$ cat config.mk
export PLATFORM = sky130hd
export DESIGN_NAME = temporizador_alarme
export DESIGN_NICKNAME = d
export VERILOG_FILES = /design/src/rtl/temporizador_alarme.sv
export SDC_FILE = /design/constraint.sdc
export NUM_CORES = 1
export LEC_CHECK = 0
export BUFFER_PORTS_ARGS = -buffer_cell sky130_fd_sc_hd__buf_4
export CORE_MARGIN = 10
export CORE_UTILIZATION = 46
export CTS_CLUSTER_DIAMETER = 200
export DETAILED_ROUTE_END_ITERATION = 8
export PLACE_DENSITY = 0.75
export SYNTH_ARGS = -nofsm -noshare
export SYNTH_HDL_FRONTEND = slang
export SYNTH_SLANG_ARGS = --single-unit
$ cat constraint.sdc
create_clock -name Clock -period 1.75 [get_ports Clock]
set_clock_uncertainty 0.1 [all_clocks]
set_input_delay 0.2625 -clock Clock [delete_from_list [all_inputs] [get_ports Clock]]
set_output_delay 0.2625 -clock Clock [all_outputs]
set_load 0.02 [all_outputs]
$ cat src/rtl/temporizador_alarme.sv
// -----------------------------------------------------------------------------
// temporizador_alarme
//
// Countdown alarm timer. The timer counts in periods of a slow clock
// (clock_in) that is asynchronous to Clock. A start request loads a delay.
// Each rising edge of the slow clock then decrements the remaining count.
// When the count reaches zero the timer raises expired for one cycle.
//
// Optional feature (macro CLOCK_LOST_DETECT_EN):
//   This feature watches for a missing slow clock. If no tick arrives for
//   LOST_LIMIT Clock cycles, clock_lost is raised. A countdown in progress is
//   then abandoned, and start requests are refused until ticks resume.
//   When the macro is not defined, clock_lost is tied to 0 and no loss
//   counter exists.
//
// Parameters
//   SEG_W       width of delay / remaining
//   LOST_LIMIT  Clock cycles without a tick before clock_lost asserts
//
// Ports
//   Clock       system clock, rising-edge active
//   Reset_n     asynchronous active-low reset
//   clock_in    slow clock, asynchronous to Clock
//   start       one-cycle request to load delay and begin counting
//   cancel      abort request (priority over start and tick)
//   delay       countdown length in slow-clock periods
//   tick        one-cycle pulse per rising edge of clock_in
//   busy        high while counting
//   expired     one-cycle pulse on countdown completion
//   remaining   slow periods left
//   clock_lost  slow clock absent (constant 0 unless CLOCK_LOST_DETECT_EN)
// -----------------------------------------------------------------------------
module temporizador_alarme #(
   parameter int SEG_W      = 8,
   parameter int LOST_LIMIT = 100000000
) (
   input  logic             Clock,
   input  logic             Reset_n,
   input  logic             clock_in,
   input  logic             start,
   input  logic             cancel,
   input  logic [SEG_W-1:0] delay,
   output logic             tick,
   output logic             busy,
   output logic             expired,
   output logic [SEG_W-1:0] remaining,
   output logic             clock_lost
);

   typedef enum logic [1:0] {
      IDLE  = 2'd0,
      COUNT = 2'd1,
      DONE  = 2'd2
   } state_t;

   state_t           state_reg, state_next;
   logic [SEG_W-1:0] remaining_reg, remaining_next;

   logic [1:0]       sync_reg;   // [0] first stage, [1] second stage
   logic             hist_reg;
   logic [1:0]       arm_reg;
   logic             armed;
   logic             lost_now;

   // Slow-clock synchronizer, history flop and edge detect.
   // arm_reg holds tick off for the first three cycles after reset
   // release. During that time the history flop catches up with the
   // synchronized level. Without this hold, a clock_in that is already
   // high at release would look like a rising edge.
   always_ff @(posedge Clock or negedge Reset_n) begin
      if (!Reset_n) begin
         sync_reg <= '0;
         hist_reg <= 1'b0;
         arm_reg  <= '0;
      end else begin
         sync_reg <= {sync_reg[0], clock_in};
         hist_reg <= sync_reg[1];
         if (arm_reg != 2'd3)
            arm_reg <= arm_reg + 2'd1;
      end
   end

   assign armed = (arm_reg == 2'd3);
   assign tick  = armed & sync_reg[1] & ~hist_reg;

`ifdef CLOCK_LOST_DETECT_EN
   localparam int LW = $clog2(LOST_LIMIT + 1);

   logic [LW-1:0] lost_cnt_reg;

   // Cycles since the last tick. The counter saturates at LOST_LIMIT, so
   // clock_lost stays high until the next tick clears it.
   always_ff @(posedge Clock or negedge Reset_n) begin
      if (!Reset_n)
         lost_cnt_reg <= '0;
      else if (tick)
         lost_cnt_reg <= '0;
      else if (lost_cnt_reg != LW'(LOST_LIMIT))
         lost_cnt_reg <= lost_cnt_reg + LW'(1);
   end

   assign lost_now = (lost_cnt_reg == LW'(LOST_LIMIT));
`else
   // Without loss detection the limit has no effect, and clock_lost is 0.
   if (LOST_LIMIT > 0) begin : g_no_lost_detect
      assign lost_now = 1'b0;
   end else begin : g_no_lost_detect_zero_limit
      assign lost_now = 1'b0;
   end
`endif

   assign clock_lost = lost_now;

   // State register
   always_ff @(posedge Clock or negedge Reset_n) begin
      if (!Reset_n) begin
         state_reg     <= IDLE;
         remaining_reg <= '0;
      end else begin
         state_reg     <= state_next;
         remaining_reg <= remaining_next;
      end
   end

   // Next-state logic
   always_comb begin
      state_next     = state_reg;
      remaining_next = remaining_reg;
      case (state_reg)
         IDLE: begin
            // cancel beats start. A lost slow clock also refuses start.
            if (!cancel && start && !lost_now) begin
               if (delay != '0) begin
                  state_next     = COUNT;
                  remaining_next = delay;
               end else begin
                  state_next     = DONE;
                  remaining_next = '0;
               end
            end
         end
         COUNT: begin
            if (cancel || lost_now) begin
               state_next     = IDLE;
               remaining_next = '0;
            end else if (tick) begin
               // A remaining of 1 (or 0, which should not occur) ends the
               // count. The count never wraps below zero.
               if (remaining_reg <= SEG_W'(1)) begin
                  state_next     = DONE;
                  remaining_next = '0;
               end else begin
                  remaining_next = remaining_reg - SEG_W'(1);
               end
            end
         end
         DONE: begin
            // expired is already asserted. cancel/start cannot stop it.
            state_next = IDLE;
         end
         default: begin
            state_next     = IDLE;
            remaining_next = '0;
         end
      endcase
   end

   assign busy      = (state_reg == COUNT);
   assign expired   = (state_reg == DONE);
   assign remaining = remaining_reg;

endmodule

---- After elaboration in Yosys (flattened, before gate mapping) ----
Cells that the tools add are included.
W data, S select, Z words.
word-level totals
  bits in registers ....................... 15
  latch bits .............................. 0
  RAM bits ................................ 0
  memory bits (read-only) ................. 0
  input port bits ......................... 13
  logic and storage cells ................. 37
  memories kept ........................... 0
operators by class
  add/subtract/negate cells ............... 2
  $mul .................................... 0
  div/mod/pow operators ................... 0
  magnitude comparators ................... 1
  equal/unequal tests ..................... 7
  shift-type cells ........................ 0
  multiplexer cells ....................... 12
  bitwise operators ....................... 4
  reduce and logical (&&, ||, !) cells .... 6
operator list
  operator               count
  $mux W8                5
  $pmux W8 S3            1
  $mux W2                5
  $le A8 B1 Y1 const B   1
  $reduce_bool A8 Y1     1
  $sub A8 B1 Y8 const B  1
  $reduce_and A3 Y1      2
  $eq A2 B2 Y1 const B   2
  $ne A2 B2 Y1 const B   2
  $pmux W2 S2            1
  $ne A3 B2 Y1 const B   1
  $ne A3 B3 Y1 const B   1
  $add A2 B1 Y2 const B  1
  $and A1 B1 Y1          2
  $eq A2 B1 Y1 const B   1
  $logic_not A2 Y1       1
  $not A1 Y1             2
  $logic_and A1 B1 Y1    1
  $logic_not A1 Y1       1

---- Logic depth before layout (Yosys ltp) ----
Gate-level depths: netlist of run 1.
  depth in word-level cells ............... 6
  mapped depth ............................ 6

---- Worst setup path after synthesis of run 1 ----
Ideal clock, no wire load.
  path type ............................... register to register
  start point ............................. reg remaining_reg[0], in the netlist remaining[0]
  end point ............................... reg remaining_reg[7], in the netlist remaining[7]
  library setup time ...................... 87 ps
  arrival ................................. 1684 ps
  slack ................................... -121 ps
  stages on the path, launching flop included .. 6
  path buffers ............................ 0
  period minus slack after synthesis ...... 1871 ps
  cell sequence ........................... dfrtp_1 > inv_1 > ha_1 > or2_2 > o41a_1 > o211ai_1
between the ends
  cells in the longest elaborated chain, start to end .. 5
  elaborated cells between the ends (all ways) .. 6
  classes of those cells .................. add/sub: 1; order compare: 1; mux: 4
ends and longest elaborated chain
  what                                                  line      RTL
  from (decl)                                           57        logic [SEG_W-1:0] remaining_reg, remaining_next;
  from (signal assigned)                                121       remaining_reg <= remaining_next;
  $sub A8 B1 Y8 / $le A8 B1 Y1 (equally long branches)  153, 149
  $mux W8 *                                             149       if (remaining_reg <= SEG_W'(1)) begin
  $mux W8 *                                             146       end else if (tick) begin
  $mux W8 *                                             143       if (cancel || lost_now) begin
  $pmux W8 S3 *                                         129       case (state_reg)
Every way passes the cells marked *; elsewhere a longest branch is shown, timed or not. The select of a mux whose other input is x is not followed.
A chain may end at the register's enable or synchronous reset.

---- Worst setup path after layout of run 1 ----
  start point ............................. reg remaining_reg[0], in the netlist remaining[0]
  end point ............................... reg remaining_reg[5], in the netlist remaining[5]
The elaborated chain is that of the path after synthesis.

==> results of run 1 <==
routing by layer:
metal  vias up  track usage, %
met1       446           14.47
met3         6           2.921
met4         0           5.615
met5         -               0
met2        50           20.44
li1        460               -
report_power, final:
| part | total, uW | switching, uW | internal (uW) |
|---|---|---|---|
| clock network | 219 | 132 | 87.1 |
| logic | 725 | 384 | 341 |
| registers | 471 | 67.2 | 404 |
through the flow:
step	hold WS, ns	instance area (um^2)	std cells	worst slack, ns	setup TNS [ns]
6_report	0.1421	1329	167	0.02055	0
2_1_floorplan	-0.1331	942.2	100	0.04919	0
5_1_grt	0.1679	1329	167	-0.06125	-0.07679
3_5_place_dp	0.02562	1186	156	0.02356	0
4_1_cts	0.1420	1236	162	0.009695	0
3_3_place_gp	0.02612	1186	156	0.05952	0
final timing paths:
path	depth (start not counted)	start	to
worst min-delay path	3	delay[1]	remaining[1]
min in group asynchronous	2	Reset_n	remaining[2]
max in group asynchronous	2	Reset_n	remaining[0]
worst max-delay path	5	remaining[0]	remaining[5]
worst min register to register	0	sync_reg[0]	sync_reg[1]
worst max register to register	5	remaining[0]	remaining[5]
cells by family (layout without fill, tap and decap cells):
family,Yosys count,count (layout),share of synthesized area [%]
compound gates,31,31,25.57
xor+xnor,2,2,1.875
fa+ha+maj,3,3,4.016
buf+inv,11,51,6.426
flops,15,15,40.16
mux,1,1,1.205
other cells,1,1,0.4012
simple gates,36,36,20.35
area by class of cell:
| type | instances | area [um^2] |
|---|---|---|
| clock buffers | 3 | 22.52 |
| clock inverters | 1 | 7.507 |
| fillers | 154 | 613.1 |
| inverters | 8 | 30.03 |
| multi-input cells | 74 | 555.5 |
| flip-flops and latches | 15 | 377.9 |
| well taps | 27 | 33.78 |
| repair buffers | 39 | 301.5 |
cell usage after synthesis (all sizes together) (2+ instances only):
cell type  count
a2bb2oi        2
nand3          4
o21ai          5
a32oi          3
buf            3
inv            8
or4            2
nor2           7
ha             3
a21oi          3
nand2          8
nor3           3
or3            5
o22ai          4
dfrtp         15
critical path, delay by kind of cell, from the launching register on:
family / cells / cell delay (ns)
compound gates: 3 / 0.62
fa+ha+maj: 1 / 0.21
flops: 1 / 0.45
simple gates: 1 / 0.28
repair_timing:
action                                  CTS  global route
buffers inserted                          0             5
gates resized for setup                   0            11
endpoints found under the setup margin    0             9
endpoints found under the hold margin    16             0
hold buffers                              2             0
==> impl_results.md, run 1 <==
* DR pass1 iterations at 4
* Syn. warnings at 0
* Final period utilization at 98.83%
* Synth top area cells: dfrtp_1, ha_1, inv_1, nand2_1, nor2_1
* Power per cell area at 1065 nW/um^2
* Area grow syn2layout at 42.17%
* # port buffers at 23
* Die H at 65.08 um
* Setup slack, reg-to-reg at 0.02 ns
* Final period demand of the worst path at 1.729 ns
* Syn Area/Cell at 9.346 um^2
* Top-area cell type share of the netlist area at 40.16%
* Initial DRC count at 52
* Share of cells above drive strength 1 at 41.43%
* Largest area contributor in the netlist: dfrtp_1
* Commonest non-fill, non-tap cells in the layout: buf_4, dfrtp_1, nand2_1, nor2_1, inv_1
* CP startpoint kind: register
* Most used flip-flop cell after synthesis: dfrtp_1
* Die X at 65.08 um
* Routed met2 length at 1271 um
* Register area share after synthesis at 40.16%
* Antenna diode count at 0
* Highest Clock Rate at 578.2 MHz
* Post-synth EDFFs at 0
* Die footprint at 4235 um^2
* Overall power at 1415 uW
* CTS tree: yes
* Net Count, Synth at 116
* Met1 wire length at 1127 um
* Crit Path Category: reg2reg
* Final hold vios at 0
* NumNets Final at 157
* CP max FO at 5
* CP arrival at 1.85 ns
* GRT Residual Overflow at 0
* Total Wirelength at 2646 um
* Largest net degree at the start of global routing at 16
* Initial Util at 48.13%
* DRC at 0
* Setup-failing EPs final at 0
* DR top layer: met4
* First-pass GRT wire length at 4278 um
* Hpwl dp at 1994 um
* Max VDD drop at 0.6881 mV
* Clock latency on the worst-skew pair at 0.30 ns
* GP Congestion at 0.9046
* CTS root buffer: clkbuf_4
* Clock Path Buffers at 2
* Met3 WL at 203 um
* Most common cell after layout, fill and taps aside: buf_4
* Ports at 25
* Ys async rst share at 100.0%
* Required time of the critical path at 1.87 ns
* Crit end category: register
* Final Util at 68.43%
* Class of the worst hold path: in2reg
* CORE AREA at 1942 um^2
* Max Transition Viols Final at 0
* Num CTS Buffers at 3
* CP max-delay cell: dfrtp_2
* Antenna viol nets, final at 0
* Initial antenna violation count at 0
* Status: completed
* Sink Count at 15
* Vias in the first global route at 940
* RSZ-0062 raised after global routing: true
* #FFs+latches synth at 15
* DR vias at 962
* Post-Syn Area at 934.6 um^2
* Crit-path cells: ha_1 > or2_4 > a311oi_4 > a21oi_1 > o21ai_1
* Routed vias/inst at 5.760
* H-tree levels at 1
* Max reg flops at 8
* GRT Util Overall at 12.25%
* Clock transition at path regs at 0.10 ns
* # rows at 16
* Synth cell types at 44
* Leak pwr at 0.0005836 uW
* CP max stage delay at 0.45 ns
* Post-synthesis cell count at 100
* Max Cap Viol at 0
* WL per Instance at 15.84 um
(Power assumes the default switching activity.)
==> run 2, diff against run 1 <==
--- a/config.mk
+++ b/config.mk
@@ -5,6 +5,7 @@
 export SDC_FILE = /design/constraint.sdc
 export NUM_CORES = 1
 export LEC_CHECK = 0
+export ABC_AREA = 1
 export BUFFER_PORTS_ARGS = -buffer_cell sky130_fd_sc_hd__buf_4
 export CORE_MARGIN = 10
 export CORE_UTILIZATION = 46
==> run 2 against run 1 <==
First-iteration DRC count decreased by 3.8%. Non-clock buffer count shrank 10. Sequential power grew 23%. Maximum frequency is 4.5% higher. Cell area down 9.2%. Worst hold slack lost 0.011 ns. Count of clock-buffer cells in the layout unchanged. Global-route usage shrank 2.2 points. Utilization fell by 6.3 points. Die area decreased by 0.28%. Final cell count up 9.6%.
==> impl_results.md, run 2 <==
* Most used flip-flop cell after synthesis: dfrtp_1
* Routed vias/inst at 4.978 (-14%)
* DRC at 0 (unchanged)
* GRT Util Overall at 10.05% (-2.2 points)
* Post-synth EDFFs at 0 (unchanged)
* Vias in the first global route at 812 (-14%)
* DR pass1 iterations at 4 (unchanged)
* Clock Path Buffers at 2 (unchanged)
* Initial antenna violation count at 0 (unchanged)
* Top-area cell type share of the netlist area at 40.32% (+0.16 points)
* #FFs+latches synth at 15 (unchanged)
* Total Wirelength at 2274 um (-14%)
* Synth Area in XOR/XNOR at 3.763% (+1.9 points)
* Synth top area cells: dfrtp_1, nand2_1, nor2_1, ha_1, inv_1
* GRT busiest layer: met2
* Largest family of logic cells by synthesized area: simple AND/OR/NAND/NOR gates
* Synth cell count leaders: nand2_1, dfrtp_1, nor2_1
* Area fraction in compound gates after synthesis at 9.140% (-16 points)
* Crit-path cells: inv_1 > ha_1 > inv_1 > nand2_1 > nand2_1 > o21ai_2 > o21ai_0 > nand2_1 > nand2_1
* Clock transition at path regs at 0.10 ns (about the same)
* Final hold vios at 0 (unchanged)
* DP Area at 1141 um^2 (-3.8%)
* Die H at 64.99 um (-0.14%)
* Share of cells above drive strength 1 at 26.92% (-15 points)
* Met3 Track Usage GR at 3.608% (+0.69 points)
* Most common cell after layout, fill and taps aside: nand2_1
* CP max FO at 5 (unchanged)
* Setup-failing EPs final at 0 (unchanged)
* Highest Clock Rate at 604.4 MHz (+4.5%)
* Max reg flops at 8 (unchanged)
* Synth cell types at 24 (-45%)
* WL per Instance at 12.43 um (-22%)
* First-pass GRT wire length at 3429 um (-20%)
* CTS-repair resized insts at 0 (unchanged)
* CP startpoint kind: register
* CP Depth at 9 (+4)
* Commonest non-fill, non-tap cells in the layout: nand2_1, buf_4, dfrtp_1, nor2_1, inv_1
* Count leader, synth: nand2_1
* Largest area contributor in the netlist: dfrtp_1
* Die footprint at 4223 um^2 (-0.28%)
* Net Count, Synth at 141 (+22%)
* Setup slack, reg-to-reg at 0.1 ns (+0.07 ns)
* Post-Syn Area at 930.9 um^2 (-0.40%)
* Hpwl dp at 1795 um (-10%)
* NumNets Final at 173 (+10%)
* Num CTS Buffers at 3 (unchanged)
* Ys async rst share at 100.0% (unchanged)
* Post-synthesis mux area share at 1.210% (+0.0049 points)
* CP max-delay cell: dfrtp_1
* Leak pwr at 0.0006247 uW (+7.0%)
* Area grow syn2layout at 29.57%
* Status: completed
* GRT Residual Overflow at 0 (unchanged)
* CORE AREA at 1942 um^2 (unchanged)
* Antenna viol nets, final at 0 (unchanged)
* Register area share after synthesis at 40.32% (+0.16 points)
* # port buffers at 23 (unchanged)
* Final period demand of the worst path at 1.655 ns (-0.07481 ns)
* Post-synthesis cell count at 125 (+25%)
* Max Transition Viols Final at 0 (unchanged)
* Required time of the critical path at 1.83 ns (-0.04 ns)
* DR vias at 911 (-5.3%)
* Met1 Track Usage GR at 10.91% (-3.6 points)
* CP max stage delay at 0.38 ns (-0.07 ns)
* Syn. warnings at 0 (unchanged)
* Ports at 25 (unchanged)
* Syn Area/Cell at 7.447 um^2 (-20%)
* CP top delay family: flip-flops
* Hold Crit Depth at 4 (+1)
* Initial Util at 47.94% (-0.19 points)
* Final period utilization at 94.55% (-4.3 points)
* CTS root buffer: clkbuf_4
* Post-synthesis simple-gate area fraction at 34.95% (+15 points)
* Final Util at 62.11% (-6.3 points)
* Die X at 64.99 um (-0.14%)
* H-tree levels at 1 (unchanged)
* Power per cell area at 1677 nW/um^2 (+57%)
* # rows at 16 (unchanged)
* Crit Path Category: reg2reg
* Max VDD drop at 0.9209 mV (+34%)
* Adder-cell area share of the yosys netlist at 4.032% (+0.016 points)
* Crit end category: register
* CP arrival at 1.74 ns (-0.11 ns)
* Largest net degree at the start of global routing at 16 (unchanged)
* Sink Count at 15 (unchanged)
* Initial DRC count at 50 (-3.8%)
* Final Cell Area at 1206 um^2 (-9.2%)
* Class of the worst hold path: in2reg
* CTS tree: yes
* Fill count at 184 (+19%)
* Antenna diode count at 0 (unchanged)
* Worst-case reg-to-reg path depth at 9 (+4)
* Clock latency on the worst-skew pair at 0.29 ns (about the same)
* GP Congestion at 0.9273 (+2.5%)
* Max Cap Viol at 0 (unchanged)
* Met2 Usage GRT at 17.00% (-3.4 points)
* Crit path top cell by count: nand2_1
* Crit path buf inv count at 2 (+2)
==> run 2: cell families after synthesis <==
family | count (synthesis)
simple gates | 75
mux | 1
buf+inv | 13
xor+xnor | 4
compound gates | 13
fa+ha+maj | 3
flops | 15
other cells | 1
==> run 2: area by class of cell <==
class	count	area, um^2	share of cell area, %
Multi-Input combinational cell	97	498.0	41.29
Timing Repair Buffer	29	222.7	18.46
Clock buffer	3	22.52	1.867
Tap cell	27	33.78	2.801
Clock inverter	1	7.507	0.6224
Sequential cell	15	375.4	31.12
Inverter	11	46.29	3.838
==> run 2: timing repair <==
item                                    4_1_cts  5_1_grt
setup buffers                                 0        2
hold buffers                                  2        0
hold endpoints to repair                     16        0
endpoints found under the setup margin        0        4
==> run 2: metal layers <==
metal  up-vias  share of wire, %
li1        450                 -
met3         6               8.9
met1       419                42
met2        36                47
met4         0               1.5
met5         -                 0
==> run 2: tightest hold or removal path, delay by kind of cell <==
family	cells	cell delay, ns
simple gates	2	0.09
compound gates	1	0.05
buf+inv	1	0.09
==> run 2: metrics by stage <==
step	hold slack (ns)	setup TNS (ns)	setup WS, ns	instances	power (uW)
4_1_cts	0.1262	0	0.09573	181	1992
6_report	0.1310	0	0.09536	183	2022
5_1_grt	0.1452	-0.01157	-0.01157	183	2181
3_3_place_gp	0.02512	0	0.1163	175	1760
2_1_floorplan	-0.1331	0	0.1409	125	1392
3_5_place_dp	0.02827	0	0.09697	175	1777
==> run 2: path summary, 6_finish.rpt <==
path / start / end
max: remaining[0] / remaining[4]
min: delay[3] / state_reg[1]
max reg2reg: remaining[0] / remaining[4]
min reg2reg: sync_reg[0] / sync_reg[1]
max in group asynchronous: Reset_n / remaining[4]
min in group asynchronous: Reset_n / state_reg[0]
==> run 2: report_power, final <==
part | switching, uW | internal, uW | total (uW)
Sequential | 131 | 450 | 581
Clock | 121 | 87.0 | 208
Combinational | 752 | 480 | 1230
Total | 1000 | 1020 | 2020
